`config.mk`:
```
export PLATFORM = sky130hd
export DESIGN_NAME = tick_sweep_controller_flat
export DESIGN_NICKNAME = d
export VERILOG_FILES = /design/src/rtl/tick_ctrl_pkg.sv /design/src/rtl/tick_sweep_controller_if.sv /design/src/rtl/tick_sweep_controller_sat_counter.sv /design/src/rtl/tick_sweep_controller.sv /design/src/flat_wrapper.sv
export SDC_FILE = /design/constraint.sdc
export NUM_CORES = 1
export LEC_CHECK = 0
export CORE_AREA = 2 2 39 41
export DETAILED_ROUTE_END_ITERATION = 8
export DIE_AREA = 0 0 41 43
export PLACE_DENSITY = 0.67
export SLEW_MARGIN = 0
export SYNTH_ARGS = -nofsm -noshare
export SYNTH_HDL_FRONTEND = slang
export SYNTH_HIERARCHICAL = 1
export SYNTH_SLANG_ARGS = --single-unit
```
`constraint.sdc`:
```
create_clock -name clk -period 2.6 [get_ports clk]
set_input_delay 0.65 -clock clk [delete_from_list [all_inputs] [get_ports clk]]
set_output_delay 0.65 -clock clk [all_outputs]
set_load 0.1 [all_outputs]
```
`src/rtl/tick_ctrl_pkg.sv`:
```
// Shared types and default sizing for the per-tick neuron sweep controller.
package tick_ctrl_pkg;

   typedef enum logic [2:0] {
      IDLE,
      STEP,
      ISSUE,
      WAIT,
      REARM
   } sweep_state_t;

   localparam int DEF_NUM_NEURONS = 256;
   localparam int DEF_IDX_WIDTH   = 8;
   localparam int DEF_OVR_WIDTH   = 8;

endpackage

```
`src/rtl/tick_sweep_controller_if.sv`:
```
// Bundle between the sweep controller (master) and its index counter / neuron datapath (slave).
interface tick_sweep_controller_if #(
   parameter int IDX_WIDTH = 8,
   parameter int OVR_WIDTH = 8
);

   logic                 tick;
   logic [IDX_WIDTH-1:0] idx;
   logic                 idx_wen;
   logic                 idx_rst;
   logic                 proc_valid;
   logic                 proc_ready;
   logic                 busy;
   logic                 done;
   logic                 overrun;
   logic [OVR_WIDTH-1:0] overrun_cnt;

   modport master (
      input  tick, idx, proc_ready,
      output idx_wen, idx_rst, proc_valid, busy, done, overrun, overrun_cnt
   );

   modport slave (
      output tick, idx, proc_ready,
      input  idx_wen, idx_rst, proc_valid, busy, done, overrun, overrun_cnt
   );

endinterface

```
`src/rtl/tick_sweep_controller_sat_counter.sv`:
```
// Saturating up-counter with synchronous active-low clear; holds at all-ones.
module sat_counter #(
   parameter int WIDTH = 8
) (
   input  logic             clk,
   input  logic             rst,
   input  logic             inc,
   output logic [WIDTH-1:0] count
);

   always_ff @(posedge clk) begin
      if (!rst) begin
         count <= '0;
      end else if (inc && (count != '1)) begin
         count <= count + WIDTH'(1);
      end
   end

endmodule

```
`src/rtl/tick_sweep_controller.sv`:
```
// Per-tick sweep sequencer: steps the negedge index counter and issues one process request per neuron.
// Optional dropped-tick counter enabled by defining TICK_OVERRUN_CNT_EN.
module tick_sweep_controller
   import tick_ctrl_pkg::*;
#(
   parameter int NUM_NEURONS = DEF_NUM_NEURONS,
   parameter int IDX_WIDTH   = DEF_IDX_WIDTH,
   parameter int OVR_WIDTH   = DEF_OVR_WIDTH
) (
   input logic                      clk,
   input logic                      rst,
   tick_sweep_controller_if.master  bus
);

   localparam logic [IDX_WIDTH-1:0] LAST_IDX = IDX_WIDTH'(NUM_NEURONS - 1);

   sweep_state_t state;
   logic         rearm;
   logic         idx_wen_q;
   logic         proc_valid_q;
   logic         busy_q;
   logic         done_q;
   logic         overrun_q;
   logic         handshake;
   logic         overrun_set;

   assign handshake   = proc_valid_q && bus.proc_ready;
   assign overrun_set = bus.tick && (state != IDLE);

   // Outputs are registered one state ahead, so each appears in the cycle after its state;
   // the counter then steps on the negedge inside the ISSUE cycle and idx is stable in WAIT.
   always_ff @(posedge clk) begin
      if (!rst) begin
         state        <= IDLE;
         rearm        <= 1'b0;
         idx_wen_q    <= 1'b0;
         proc_valid_q <= 1'b0;
         busy_q       <= 1'b0;
         done_q       <= 1'b0;
         overrun_q    <= 1'b0;
      end else begin
         idx_wen_q <= 1'b0;
         done_q    <= 1'b0;
         rearm     <= 1'b0;
         overrun_q <= overrun_set;
         case (state)
            IDLE: begin
               if (bus.tick) begin
                  busy_q <= 1'b1;
                  state  <= STEP;
               end
            end
            STEP: begin
               idx_wen_q <= 1'b1;
               state     <= ISSUE;
            end
            ISSUE, WAIT: begin
               if (handshake) begin
                  proc_valid_q <= 1'b0;
                  state        <= (bus.idx == LAST_IDX) ? REARM : STEP;
               end else if (state == ISSUE) begin
                  proc_valid_q <= 1'b1;
                  state        <= WAIT;
               end
            end
            REARM: begin
               rearm  <= 1'b1;
               done_q <= 1'b1;
               busy_q <= 1'b0;
               state  <= IDLE;
            end
            default: state <= IDLE;
         endcase
      end
   end

   assign bus.idx_wen    = idx_wen_q;
   assign bus.proc_valid = proc_valid_q;
   assign bus.busy       = busy_q;
   assign bus.done       = done_q;
   assign bus.overrun    = overrun_q;
   // Counter reset is combinational so a controller reset also re-arms the counter at once.
   assign bus.idx_rst    = rst & ~rearm;

`ifdef TICK_OVERRUN_CNT_EN
   sat_counter #(
      .WIDTH (OVR_WIDTH)
   ) u_overrun_cnt (
      .clk   (clk),
      .rst   (rst),
      .inc   (overrun_set),
      .count (bus.overrun_cnt)
   );
`else
   assign bus.overrun_cnt = '0;
`endif

endmodule

```
`src/flat_wrapper.sv`:
```
// flat-port wrapper written by rule: the top's interface ports become plain ports
module tick_sweep_controller_flat import tick_ctrl_pkg::*;
#(
   parameter int NUM_NEURONS = DEF_NUM_NEURONS,
   parameter int IDX_WIDTH   = DEF_IDX_WIDTH,
   parameter int OVR_WIDTH   = DEF_OVR_WIDTH
)
  (clk, rst, bus_tick, bus_idx, bus_proc_ready, bus_idx_wen, bus_idx_rst, bus_proc_valid, bus_busy, bus_done, bus_overrun, bus_overrun_cnt);
  tick_sweep_controller_if #(.IDX_WIDTH(IDX_WIDTH), .OVR_WIDTH(OVR_WIDTH)) bus_i ();
  input logic clk;
  input logic rst;
  input wire logic [$bits(bus_i.tick)-1:0] bus_tick;
  input wire logic [$bits(bus_i.idx)-1:0] bus_idx;
  input wire logic [$bits(bus_i.proc_ready)-1:0] bus_proc_ready;
  output wire logic [$bits(bus_i.idx_wen)-1:0] bus_idx_wen;
  output wire logic [$bits(bus_i.idx_rst)-1:0] bus_idx_rst;
  output wire logic [$bits(bus_i.proc_valid)-1:0] bus_proc_valid;
  output wire logic [$bits(bus_i.busy)-1:0] bus_busy;
  output wire logic [$bits(bus_i.done)-1:0] bus_done;
  output wire logic [$bits(bus_i.overrun)-1:0] bus_overrun;
  output wire logic [$bits(bus_i.overrun_cnt)-1:0] bus_overrun_cnt;
  assign bus_i.tick = bus_tick;
  assign bus_i.idx = bus_idx;
  assign bus_i.proc_ready = bus_proc_ready;
  assign bus_idx_wen = bus_i.idx_wen;
  assign bus_idx_rst = bus_i.idx_rst;
  assign bus_proc_valid = bus_i.proc_valid;
  assign bus_busy = bus_i.busy;
  assign bus_done = bus_i.done;
  assign bus_overrun = bus_i.overrun;
  assign bus_overrun_cnt = bus_i.overrun_cnt;
  tick_sweep_controller #(.NUM_NEURONS(NUM_NEURONS), .IDX_WIDTH(IDX_WIDTH), .OVR_WIDTH(OVR_WIDTH)) u_core (.clk(clk), .rst(rst), .bus(bus_i));
endmodule
```
### Word level (Yosys, flattened, before mapping)

Index checks and enable logic that the tools add are counted.

* register bits: 8

* equal/unequal tests: 7
* muxes and demuxes: 11
* bitwise operators: 2
* reductions and logical operators: 10

Operator list (number)
* $mux W3: 4
* $pmux W3 S3: 1
* $eq A8 B8 Y1 const B: 1
* $eq A3 B2 Y1 const B: 2
* $reduce_and A2 Y1: 3
* $mux W1: 5
* $reduce_bool A2 Y1: 2
* $eq A3 B1 Y1 const B: 1
* $eq A3 B3 Y1 const B: 1
* $logic_not A3 Y1: 1
* $ne A3 B1 Y1 const B: 1
* $reduce_bool A3 Y1: 1
* $logic_and A1 B1 Y1: 2
* $ne A2 B2 Y1 const B: 1
* $pmux W1 S2: 1
* $reduce_or A2 Y1: 1
* $and A1 B1 Y1: 1
* $not A1 Y1: 1

### Longest topological paths before layout

Gate-level depths: netlist of run 1.

* depth in word-level cells: 4
* mapped depth: 3
* mapped depth without buffers: 3

### Least setup slack after synthesis of run 1

No wires, ideal clock.

* path type: reg-to-output
* from: register, netlist name u_core/bus.done
* to: output bus_idx_rst
* arrival: 2.043 ns
* required time: 1.950 ns
* setup slack: -0.093 ns
* cell stages (with the launch flop): 2
* cells stage by stage: dfxtp_1 -> nor2_1

RTL lines
* to (decl): line flat_wrapper.sv:16 `output wire logic [$bits(bus_i.idx_rst)-1:0] bus_idx_rst;`

### Worst setup path after layout of run 1

* from: input rst
* to: output bus_idx_rst

* word-level cells in the longest chain between the ends: 1

RTL lines
* from (decl): line flat_wrapper.sv:11 `input logic rst;`
* $and A1 B1 Y1: line tick_sweep_controller.sv:83 `assign bus.idx_rst = rst & ~rearm;`

Every way passes these cells.

==> summary.txt, run 1 <==
GRT
  • Total routing usage reported by global routing: between 10% and 20%
  • Vias in the first global route: 315
  • Grt total ovfl: 0
  • Pin count of the biggest net entering global routing: 7
  • First-pass GRT wire length: 1280 um
  • Number of antenna violations at the first check in global routing: 0

Clock tree
  • Clock buffer depth: 2
  • Insertion delay to the later sink of the worst-skew pair: 0.25 ns
  • CTS tree: yes
  • Resize count post-CTS: 0
  • Buffers inserted during post-CTS setup optimization: 0
  • Root buffer cell: sky130_fd_sc_hd__clkbuf_4
  • H-tree depth: 1
  • TritonCTS Buffers: 3
  • Number of hold-repair buffers added at the cts stage: 0
  • Clock-pin slew of the registers on the worst-case setup and hold paths: approximately 0.05 ns
  • Clock net sink count: 8

Route
  • Detailed router's first-iteration violation count: 4
  • Post-detailed-route DRC marker count: 0
  • Total number of vias: 334
  • First-pass iteration count of the detailed router: 2
  • Number of vias per cell: approximately 4.5
  • Remaining antenna violation count after routing: 0
  • Detailed-route wire length: between 700 and 800 um
  • WL per Instance: 9.77 um

Timing
  • RSZ-0062 raised after global routing: no
  • Number of pins exceeding their max-slew limit in the final report: 0
  • Layout Skew: 0.00104 ns
  • Fmax achieved: 440 MHz
  • Final Hold Viols: 0
  • Setup-failing EPs final: 0
  • Final Critical Period: roughly 2.3 ns
  • Setup Total Neg Slack: 0 ns
  • Final Cycle Share: 87.3%

Worst setup path
  • FF-to-FF End: u_core/state[0]$_SDFFE_PN0P_
  • Nature of the critical path endpoint: primary output
  • R2R depth: 3
  • Crit Path Class: in2out
  • Largest fanout of any net on the critical path: 5
  • Worst Path Required: 1.95 ns
  • Kind of start point of the critical path: input port
  • Startpoint of the lowest-slack register-to-register path: u_core/state[1]$_SDFFE_PN0P_
  • Flop-to-flop setup slack: 1.51 ns
  • Data arrival time of the worst path: 1.62 ns

Min path
  • Hold Crit Class: reg2reg
  • Launch instance of the worst min-delay path: u_core/state[2]$_SDFFE_PN0P_
  • Hold Path Cell Cnt: 1
  • Worst Hold End: u_core/bus.busy$_SDFFE_PN0P_

Yosys
  • Mean area per synthesized cell: 9.66 um2
  • Async set-reset flop share out of synthesis: 0%
  • Primary FF master, synth: sky130_fd_sc_hd__dfxtp_1
  • Ys Warns: 6
  • Share of the yosys chip area belonging to registers: between 40% and 50%
  • Cell count after synthesis: 39
  • Count of unique library cells instantiated by Yosys: 17
  • Dominant cell type by area after synthesis: sky130_fd_sc_hd__dfxtp_1
  • Area of the mapped netlist: 377 um2
  • Most instantiated cells after synthesis: sky130_fd_sc_hd__buf_4, sky130_fd_sc_hd__dfxtp_1, sky130_fd_sc_hd__nor3_1
  • Post-synth EDFFs: 0
  • Post-synthesis register bit count: 8
  • Top-area cell type share of the netlist area: 42.5%
  • Top post-synthesis cells by area: sky130_fd_sc_hd__dfxtp_1, sky130_fd_sc_hd__buf_4, sky130_fd_sc_hd__a2111oi_4

Floorplan
  • Die Y: between 40 and 50 um
  • Std cell rows: 14
  • Initial Utilization: 27.2%
  • Core Footprint: 1380 um2
  • Area enclosed by the die boundary: roughly 1800 um2
  • Total I/O pin count: 26
  • Die outline width: 41 um

Place
  • GP Congestion: 0.715
  • Post-DP HPWL: 601 um
  • Count of placed standard cells including taps: 71
  • Placed cell area: 533 um2
  • Port Buffers: 17

Finish
  • Cell area after layout: between 500 and 600 um2
  • Final net count: 72
  • Filler cell count: 147
  • ANT cells: 0
  • Ratio of cells with drive above 1 in the final layout: 22.4%
  • Final cell count without fillers: 74
  • Layout Area Growth over Synthesis: 47.5%

Pwr
  • Total leakage power: between 0.2 and 0.25 nW
  • Power density over the cells: 666 nW/um2
  • Worst ir drop on vdd: roughly 0.00022 V

Flow run
  • Maximum Capacitance Violations: 0

Status
  • Status: complete, no violations
placed cells by master, fill, tap and decap left out:
cell,count
sky130_fd_sc_hd__nor3_1,3
sky130_fd_sc_hd__o311a_1,1
sky130_fd_sc_hd__nand4_1,2
sky130_fd_sc_hd__dfxtp_1,8
sky130_fd_sc_hd__clkdlybuf4s50_1,11
sky130_fd_sc_hd__nor4b_1,1
sky130_fd_sc_hd__clkbuf_4,3
sky130_fd_sc_hd__o221a_2,1
sky130_fd_sc_hd__nor2_1,1
sky130_fd_sc_hd__a2111oi_4,1
sky130_fd_sc_hd__buf_12,1
sky130_fd_sc_hd__inv_1,2
sky130_fd_sc_hd__and3_1,2
sky130_fd_sc_hd__nand2b_1,2
sky130_fd_sc_hd__conb_1,8
sky130_fd_sc_hd__buf_4,5
sky130_fd_sc_hd__nor2_2,2
sky130_fd_sc_hd__a211oi_1,1
sky130_fd_sc_hd__nand2_1,1
sky130_fd_sc_hd__a21oi_1,2
where the power goes:
| part | internal, W | total [W] | switching (W) | leakage (nW) |
|---|---|---|---|---|
| registers | 0.000130 | 0.000137 | 0.00000668 | 0.0656 |
| clock network | 0.0000528 | 0.0000939 | 0.0000412 | 0.0138 |
| logic | 0.0000311 | 0.000139 | 0.000108 | 0.157 |
| total | 0.000214 | 0.000370 | 0.000156 | 0.237 |
sequential cells by signal, summed over array words and instances, names as in the netlist:
signal	cells
u_core/bus.overrun	1
u_core/bus.busy	1
u_core/bus.proc_valid	1
u_core/state	3
u_core/bus.idx_wen	1
u_core/bus.done	1
logic make-up after synthesis:
group	after synthesis	synth area share, %
other cells	1	0.996
flops	8	42.5
compound gates	6	17.6
simple gates	14	20.9
buf+inv	10	17.9
through the flow:
| stage | power [W] | setup WS, ns | utilization, % | hold WS (ns) |
|---|---|---|---|---|
| 3_5_place_dp | 0.000279 | 0.321 | 38.5 | 0.496 |
| 5_1_grt | 0.000389 | 0.286 | 40.1 | 0.532 |
| 3_3_place_gp | 0.000277 | 0.351 | 38.5 | 0.486 |
| 2_1_floorplan | 0.000254 | 0.369 | - | 0.454 |
| 4_1_cts | 0.000375 | 0.314 | 40.1 | 0.504 |
| 6_report | 0.000370 | 0.330 | 40.1 | 0.504 |
routing by layer:
metal	share of wire (%)	routed length [um]	GRT usage (%)
met2	52	373	15.9
met5	0	0	0
met1	37	269	12.4
met3	9.4	68	6.28
met4	1.7	12	10.0
worst max-delay path by stage:
stage	from	endpoint	slack (ns)	cells after the start
6_report	rst	bus_idx_rst	0.33	4
3_3_place_gp	rst	bus_idx_rst	0.35	4
5_1_grt	rst	bus_idx_rst	0.29	4
4_1_cts	rst	bus_idx_rst	0.31	4
3_5_place_dp	rst	bus_idx_rst	0.32	4
2_1_floorplan	u_core/bus.done$_SDFF_PN0_	bus_idx_rst	0.37	1
cell type report:
cell class                      count  area [um2]  share of cell area [%]
Multi-Input combinational cell     28         178                    32.0
Timing Repair Buffer               17         168                    30.2
Sequential cell                     8         160                    28.8
Clock buffer                        3        22.5                    4.05
Tap cell                           16        20.0                    3.60
Inverter                            2        7.51                    1.35
worst max-delay path, stage by stage:
cell and delay [ns]:
sky130_fd_sc_hd__clkdlybuf4s50_1 0.54, sky130_fd_sc_hd__inv_1 0.09, sky130_fd_sc_hd__nor2_2 0.15, sky130_fd_sc_hd__buf_12 0.19
(Power assumes the default switching activity.)
==> run 2: changes to the inputs <==
Settings changed: MAX_ROUTING_LAYER set to met4.
Clock period 2.6 ns to 2.9 ns, I/O delays scaled along.
==> summary.txt, run 2 (synthesis gave the netlist of run 1 again) <==
Pwr
  • Part of the total power dissipated in sequential elements: 37.2%
  • Part of the power in combinational logic: 37.9%
  • Total leakage power: 0.236 nW
  • Sw Share: 41.7%
  • Worst ir drop on vdd: 0.000167 V
  • Power Total: 0.000329 W
  • Power density over the cells: 595 nW/um2
  • Internal power of the cells: around 0.00019 W
  • Net load switching power: 0.000137 W
  • Clock network fraction of total power: between 20% and 30%

Clock tree
  • H-tree depth: 1
  • Root buffer cell: sky130_fd_sc_hd__clkbuf_4
  • Number of hold-repair buffers added at the cts stage: 0
  • TritonCTS Buffers: 3
  • Clock buffer depth: 2
  • Clock net sink count: 8
  • CTS tree: yes
  • Clock-pin slew of the registers on the worst-case setup and hold paths: approximately 0.05 ns
  • Insertion delay to the later sink of the worst-skew pair: 0.25 ns
  • Buffers inserted during post-CTS setup optimization: 0
  • Resize count post-CTS: 0

Route
  • Detailed router's first-iteration violation count: 4
  • Total number of vias: 324
  • First-pass iteration count of the detailed router: 2
  • Remaining antenna violation count after routing: 0
  • WL per Instance: 9.51 um
  • Post-detailed-route DRC marker count: 0
  • Detailed-route wire length: a little over 700 um
  • Number of vias per cell: 4.38

Finish
  • ANT cells: 0
  • Layout Area Growth over Synthesis: 46.8%
  • Most frequent standard cell in the layout excluding fill and tap cells: sky130_fd_sc_hd__clkdlybuf4s50_1
  • Max FFs per register: 3
  • Most used cells in the layout excluding fill and tap cells: sky130_fd_sc_hd__clkdlybuf4s50_1, sky130_fd_sc_hd__conb_1, sky130_fd_sc_hd__dfxtp_1, sky130_fd_sc_hd__buf_4
  • Final net count: slightly above 70
  • Core occupancy in the finished layout: between 30 and 40%
  • Ratio of cells with drive above 1 in the final layout: 20.7%
  • Filler cell count: around 140
  • Largest reg by FF count: u_core/state

Floorplan
  • Std cell rows: 14
  • Die Y: 43 um
  • Total I/O pin count: 26
  • Area enclosed by the die boundary: 1760 um2
  • Initial Utilization: 27.2%
  • Core Footprint: 1380 um2
  • Die outline width: 41 um

Timing
  • Setup-failing EPs final: 0
  • Setup Total Neg Slack: 0 ns
  • Final Hold Viols: 0
  • Layout Skew: 0.00253 ns
  • Final Cycle Share: 84.5%
  • Final Critical Period: about 2.5 ns
  • Worst setup margin: 0.449 ns
  • RSZ-0062 raised after global routing: no
  • Fmax achieved: between 400 and 500 MHz
  • Number of pins exceeding their max-slew limit in the final report: 0

Worst setup path
  • Crit Path Class: in2out
  • Count of buffering cells on the critical path with inverters included: 3
  • Worst stage delay on the critical path: 0.54 ns
  • Largest fanout of any net on the critical path: 5
  • Flop-to-flop setup slack: approximately 1.8 ns
  • Nature of the critical path endpoint: primary output
  • Data arrival time of the worst path: 1.73 ns
  • Top cell family by delay on the critical path: buffers and inverters
  • Worst Path Required: 2.17 ns
  • Critical-path cell with the highest stage delay: sky130_fd_sc_hd__clkdlybuf4s50_1
  • Kind of start point of the critical path: input port
  • Critical-path cell list: clkdlybuf4s50_1 > inv_1 > nor2_1 > buf_12

Place
  • Post-DP HPWL: a little under 600 um
  • Pre-CTS setup slack: 0.451 ns
  • GP Congestion: 0.744
  • Port Buffers: 17

Status
  • Status: complete, no violations

Min path
  • Hold Crit Class: reg2reg

GRT
  • Grt total ovfl: 0
  • First-pass GRT wire length: 1150 um
  • Number of antenna violations at the first check in global routing: 0
  • Vias in the first global route: 267
  • Pin count of the biggest net entering global routing: 7
  • Total routing usage reported by global routing: 10.6%

Flow run
  • Maximum Capacitance Violations: 0
run 2: cell counts in the layout (fill, tap and decap cells not counted):
No cell type changed its count.
run 2: worst reg2reg max path, cell delays in order (launching register included):
cell                        delay, ns
sky130_fd_sc_hd__dfxtp_1         0.42
sky130_fd_sc_hd__nor2_2          0.12
sky130_fd_sc_hd__a2111oi_4       0.36
sky130_fd_sc_hd__nor3_1          0.07
run 2: area by class of cell:
| class | instances | area [um2] | area share (%) |
|---|---|---|---|
| clock buffer | 3 | 22.5 | 4.07 |
| inverter | 2 | 7.51 | 1.36 |
| multi-input combinational | 28 | 175 | 31.7 |
| sequential | 8 | 160 | 29.0 |
| tap | 16 | 20.0 | 3.62 |
| timing repair buffer | 17 | 168 | 30.3 |
run 2: layer usage:
layer | vias to the layer above | GRT usage [%] | share of wire [%]
met4 | 0 | 10.0 | 0
met1 | 147 | 12.3 | 40
met5 | - | - | 0
met2 | 17 | 12.8 | 50
li1 | 160 | - | -
met3 | 0 | 4.71 | 9.9
run 2: stage by stage:
step / instance area, um2 / hold WS [ns] / cells
6_report: 553 / 0.496 / 74
5_1_grt: 553 / 0.528 / 74
4_1_cts: 553 / 0.498 / 74
3_5_place_dp: 531 / 0.490 / 71
3_3_place_gp: 531 / 0.491 / 71
2_1_floorplan: 403 / 0.453 / 46
run 2: path summary, 6_finish.rpt:
path,start,end,depth (start not counted)
worst min register to register,u_core/state[2]$_SDFFE_PN0P_,u_core/bus.busy$_SDFFE_PN0P_,1
worst max register to register,u_core/state[1]$_SDFFE_PN0P_,u_core/state[0]$_SDFFE_PN0P_,3
worst min-delay path,u_core/state[2]$_SDFFE_PN0P_,u_core/bus.busy$_SDFFE_PN0P_,1
worst max-delay path,rst,bus_idx_rst,4
run 2: power groups by stage:
stage	sequential [W]	clock, W	combinational [W]
final	0.000122	0.0000820	0.000125
after global routing	0.000124	0.0000933	0.000130
after CTS	0.000122	0.0000871	0.000125
after detailed placement	0.000125	0	0.000125
after global placement	0.000125	0	0.000124
after floorplan	0.000154	0	0.0000736
